File: src/rtl/adder_seq_wide.sv
// Multi-cycle wide adder. Operands of 16*LANES bits pass one 16-bit slice per cycle
// through a single adder_16bit, least-significant slice first, with the carry registered between slices.

module adder_16bit (
    input  logic [15:0] a,
    input  logic [15:0] b,
    input  logic        cin,
    output logic [15:0] sum,
    output logic        cout,
    output logic        overflow
);
    assign {cout, sum} = 17'(a) + 17'(b) + 17'(cin);
    assign overflow    = (a[15] == b[15]) && (sum[15] != a[15]);
endmodule

module adder_seq_wide #(
    parameter int LANES = 2
) (
    input  logic                  clk,
    input  logic                  rst,
    input  logic                  in_valid,
    output logic                  in_ready,
    input  logic [16*LANES-1:0]   a,
    input  logic [16*LANES-1:0]   b,
    input  logic                  cin,
    output logic                  out_valid,
    input  logic                  out_ready,
    output logic [16*LANES-1:0]   sum,
    output logic                  cout,
    output logic                  overflow,
    output logic                  zero,
    output logic                  busy
);
    localparam int W  = 16 * LANES;
    localparam int LW = (LANES > 1) ? $clog2(LANES) : 1;

    typedef enum logic [1:0] {IDLE, RUN, DONE} state_t;

    state_t          state_q, state_d;
    logic [LW-1:0]   lane_q, lane_d;
    logic [W-1:0]    a_q, a_d, b_q, b_d;
    logic            carry_q, carry_d;
    logic [W-1:0]    sum_q, sum_d;
    logic            cout_q, cout_d;
    logic            ovf_q, ovf_d;
    logic            zero_q, zero_d;

    logic [15:0]     add_a, add_b, add_sum;
    logic            add_cin, add_cout, add_ovf;

    adder_16bit u_adder (
        .a        (add_a),
        .b        (add_b),
        .cin      (add_cin),
        .sum      (add_sum),
        .cout     (add_cout),
        .overflow (add_ovf)
    );

    always_comb begin
        // NOTE: every always_comb output gets a default first so no path can infer a latch.
        state_d = state_q;
        lane_d  = lane_q;
        a_d     = a_q;
        b_d     = b_q;
        carry_d = carry_q;
        sum_d   = sum_q;
        cout_d  = cout_q;
        ovf_d   = ovf_q;
        zero_d  = zero_q;
        add_a   = a_q[16*lane_q +: 16];
        add_b   = b_q[16*lane_q +: 16];
        add_cin = carry_q;

        case (state_q)
            IDLE: begin
                if (in_valid) begin
                    a_d     = a;
                    b_d     = b;
                    carry_d = cin;
                    lane_d  = '0;
                    state_d = RUN;
                end
            end
            RUN: begin
                sum_d[16*lane_q +: 16] = add_sum;
                carry_d                = add_cout;
                if (lane_q == LW'(LANES - 1)) begin
                    cout_d  = add_cout;
                    ovf_d   = add_ovf;
                    zero_d  = (sum_d == '0);
                    state_d = DONE;
                end else begin
                    lane_d = lane_q + 1'b1;
                end
            end
            DONE: begin
                if (out_ready) state_d = IDLE;
            end
            default: state_d = IDLE;
        endcase
    end

    // NOTE: reset is synchronous, so it is sampled inside the clocked block and wins over any accept.
    always_ff @(posedge clk) begin
        if (rst) begin
            state_q <= IDLE;
            lane_q  <= '0;
            carry_q <= 1'b0;
            sum_q   <= '0;
            cout_q  <= 1'b0;
            ovf_q   <= 1'b0;
            zero_q  <= 1'b0;
        end else begin
            state_q <= state_d;
            lane_q  <= lane_d;
            carry_q <= carry_d;
            sum_q   <= sum_d;
            cout_q  <= cout_d;
            ovf_q   <= ovf_d;
            zero_q  <= zero_d;
        end
    end

    // NOTE: operand registers carry no reset; they are always loaded at accept before being read.
    always_ff @(posedge clk) begin
        a_q <= a_d;
        b_q <= b_d;
    end

    assign in_ready  = (state_q == IDLE) && !rst;
    assign out_valid = (state_q == DONE);
    assign busy      = (state_q != IDLE);
    assign sum       = sum_q;
    assign cout      = cout_q;
    assign overflow  = ovf_q;
    assign zero      = zero_q;
endmodule

File: config.mk
export PLATFORM = sky130hd
export DESIGN_NAME = adder_seq_wide
export DESIGN_NICKNAME = d
export VERILOG_FILES = /design/src/rtl/adder_seq_wide.sv
export SDC_FILE = /design/constraint.sdc
export NUM_CORES = 1
export LEC_CHECK = 0
export CAP_MARGIN = 20
export CORE_AREA = 3 3 119 121
export CTS_CLUSTER_DIAMETER = 80
export DETAILED_ROUTE_END_ITERATION = 16
export DIE_AREA = 0 0 122 124
export HOLD_SLACK_MARGIN = 0.03
export PLACE_DENSITY = 0.61
export SLEW_MARGIN = 20
export SYNTH_ARGS = -nofsm -noshare
export SYNTH_HDL_FRONTEND = slang
export SYNTH_SLANG_ARGS = --single-unit
File: constraint.sdc
create_clock -name clk -period 7 [get_ports clk]
set_input_delay 1.4 -clock clk [delete_from_list [all_inputs] [get_ports clk]]
set_output_delay 1.4 -clock clk [all_outputs]
set_load 0.005 [all_outputs]
==> flow_summary_export.csv <==
group,metric,value,unit
final_layout,fin_nets,583,
floorplanning,initial_core_util,0.349,
floorplanning,rows,42,
floorplanning,die_y,124,um
worst_hold_path,min_path_type,"flip-flop to flip-flop",
clocking,post_cts_resized,0,
setup_path,crit_start,"rst",
clocking,hold_buffers,0,
clocking,post_cts_buffers,0,
setup_path,rrSetupSlack,2.80,ns
pwr,switching_share,0.272,
global_routing,grtUsageMet1,0.198,
clocking,clk_path_buf_depth,2,
clocking,clk_transition_reported_paths,0.07,ns
setup_path,critPathKind,"input pin to primary output",
sta,rsz0062_at_grt,"no",
place,place_congestion,0.858,
pwr,pwr-share-seq,0.457,
global_routing,met3_usage,0.0268,
synthesis,synth-xor-area-share,0.0190,
run_status,status,"finished, final reports clean",
pwr,cellPowerDensity,256,nW/um^2
global_routing,grt.busiest_layer,"met2",
global_routing,grt_pass1_vias,3214,
synthesis,synthSimpleGateAreaFrac,0.133,
synthesis,synth_fa_ha_area_frac,0.0494,
sta,finalCritPeriodShare,0.627,
setup_path,cp-end-kind,"primary output",
sta,period_minus_slack,4.39,ns
route,drc,0,
setup_path,critPathMaxFanout,20,
clocking,clock_latency,0.34,ns
pwr,total_leakage_power,0.00213,uW
setup_path,cp.arrival,2.99,ns
sta,worstMarginPinSlew,0.894,ns
global_routing,gr-usage-met2,0.215,
pwr,p_switching,427,uW
global_routing,gr-total-overflow,0,
final_layout,antenna_cells,0,
route,dr.pass1.iters,4,
synthesis,syn_area_per_cell,11.6,sq um
global_routing,antenna_found_initial,0,
sta,slew_viol_final,0,
synthesis,synth_edf_count,64,
pwr,intPower,1140,uW
run,cap_violations,0,
synthesis,synth_fp_nets,483,
pwr,irDropWorstVdd,158,uV
pwr,clockPowerShare,0.316,
place,place_inst,662,
final_layout,finalNonFillerCells,678,
setup_path,timing.rr.start,"lane_q$_SDFFE_PP0P_",
synthesis,synth-main-ff-cell,"edfxtp_1",
pwr,finalPower,1570,uW
clocking,cts_tree,"built",
sta,fmaxAchievable,228,MHz
synthesis,synthMuxAreaShare,0.0777,
setup_path,start_kind,"input pin",
final_layout,n_fill_cell,1230,
route,wl_per_cell,15.3,um
setup_path,r2r_end,"zero$_SDFFE_PP0P_",
synthesis,ys_seq_elements,103,
clocking,htree_levels,3,
setup_path,critPathCapture,"in_ready",
sta,fin_worst_skew,0.00852,ns
global_routing,track_usage,0.142,
clocking,clkSinkCount,103,
final_layout,area_delta_synth_final,33.3,%
floorplanning,core_area,13200,sq um
floorplanning,chipWidth,122,um
floorplanning,dieArea,15100,sq um
synthesis,synth_compound_area_frac,0.113,
synthesis,synthesis.area,4610,sq um
final_layout,drive_gt1_frac,0.116,
synthesis,seq_area_frac_synth,0.586,
synthesis,synth_top_family_by_area,"simple AND/OR/NAND/NOR gates",
global_routing,grt_max_degree,66,
pwr,combPwrFrac,0.227,
clocking,numCtsBuffers,9,
clocking,cts_root_buf,"clkbuf_16",
route,viasPerCell,4.86,
sta,fin_hold_ws,0.458,ns
synthesis,synth_warnings,0,
sta,hold_viol_final,0,
route,postRouteAntennaNets,0,
synthesis,synthArstFlopShare,0,
route,drt-initial-drc-count,195,
setup_path,crit_required,5.60,ns
place,io_buffer_count,106,
route,drt-total-wl,10400,um
sta,fin_tns_setup,0,ns
sta,setup_viol,0,
route,vias,3295,
synthesis,yosysUniqueCellTypes,49,
setup_path,reg2reg_depth,10,
global_routing,grt_pass1_wl,16300,um
floorplanning,ios,107,
sta,slew_headroom,0.404,
place,hpwl,7670,um
synthesis,netlist_instances,397,
## cell families after synthesis
| family | after synthesis |
|---|---|
| AOI/OAI and AO/OA | 82 |
| xor gates and xnor gates | 10 |
| DFF | 103 |
| muxes | 32 |
| and+or+nand+nor | 128 |
| adders and majority gates | 17 |
| buffers and inverters | 25 |
## synthesized netlist by cell type (all sizes together), types with 5 or more instances
| cell type | count | area, sq um |
|---|---|---|
| mux2 | 30 | 338 |
| nand2 | 56 | 210 |
| o21ai | 14 | 70.1 |
| inv | 5 | 18.8 |
| dfxtp | 39 | 781 |
| a21oi | 38 | 190 |
| edfxtp | 64 | 1920 |
| a211oi | 8 | 60.1 |
| nand3 | 5 | 25.0 |
| ha | 15 | 188 |
| nor2 | 26 | 97.6 |
| clkbuf | 18 | 67.6 |
| xnor2 | 7 | 61.3 |
| nor4 | 6 | 43.8 |
## routing by layer
layer	part of all wire	up-vias
met4	0.018	0
li1	-	1652
met2	0.45	100
met3	0.060	12
met5	0	-
met1	0.47	1531
## power groups by stage
stage / Combinational [uW] / Clock, uW / Sequential, uW
2_1_floorplan: 223 / 0 / 724
3_3_place_gp: 355 / 0 / 731
3_5_place_dp: 358 / 0 / 732
4_1_cts: 359 / 512 / 719
5_1_grt: 398 / 535 / 723
6_report: 357 / 496 / 717
## layout by cell type, fill, tap and decap left out, types with 4 or more instances in the layout
master,count
clkbuf_16,10
clkdlybuf4s50_1,106
nor3_1,4
nand2b_1,4
a211oi_1,8
dfxtp_1,38
edfxtp_1,64
a21oi_1,38
mux2_2,30
o21a_1,4
nand3_1,5
nor2_1,24
ha_1,15
nand2_1,56
xnor2_1,7
nor4_1,5
nor2b_1,4
nand3b_1,4
o21ai_0,13
inv_1,5
## metrics by stage
step                instance area, sq um   util  setup WS (ns)
finish                              6140  0.466           2.61
global route                        6140  0.466           2.44
CTS                                 6140  0.466           2.59
detailed placement                  5840  0.443           2.60
global placement                    5840  0.443           2.56
floorplan                           4610      -           2.36
## area by class of cell
type | instances | area (sq um) | share of cell area
Clock buffer | 12 | 278 | 0.0452
Clock inverter | 4 | 25.0 | 0.00407
Inverter | 5 | 18.8 | 0.00305
Multi-Input combinational cell | 269 | 1810 | 0.295
Sequential cell | 103 | 2700 | 0.440
Tap cell | 176 | 220 | 0.0358
Timing Repair Buffer | 109 | 1080 | 0.176
## critical path, stage by stage
cell and delay [ns]:
clkdlybuf4s50_1 0.83, nor2_1 0.23, clkdlybuf4s50_1 0.52
## worst min-delay path by stage
stage	from	to	slack, ns	cells past startpoint
5_1_grt	sum[28]$_SDFFE_PP0P_	sum[28]$_SDFFE_PP0P_	0.48	2
3_5_place_dp	sum[30]$_SDFFE_PP0P_	sum[30]$_SDFFE_PP0P_	0.45	2
4_1_cts	sum[30]$_SDFFE_PP0P_	sum[30]$_SDFFE_PP0P_	0.46	2
3_3_place_gp	sum[28]$_SDFFE_PP0P_	sum[28]$_SDFFE_PP0P_	0.45	2
2_1_floorplan	sum[17]$_SDFFE_PP0P_	sum[17]$_SDFFE_PP0P_	0.45	2
6_report	sum[30]$_SDFFE_PP0P_	sum[30]$_SDFFE_PP0P_	0.46	2
## flip-flops by register name, indices dropped and copies added (netlist names)
register and flops:
a_q 32, add_cin 1, b_q 32, cout 1, lane_q 1, overflow 1
state_q 2, sum 32, zero 1
Note: power is estimated with default switching activity, not from simulation.
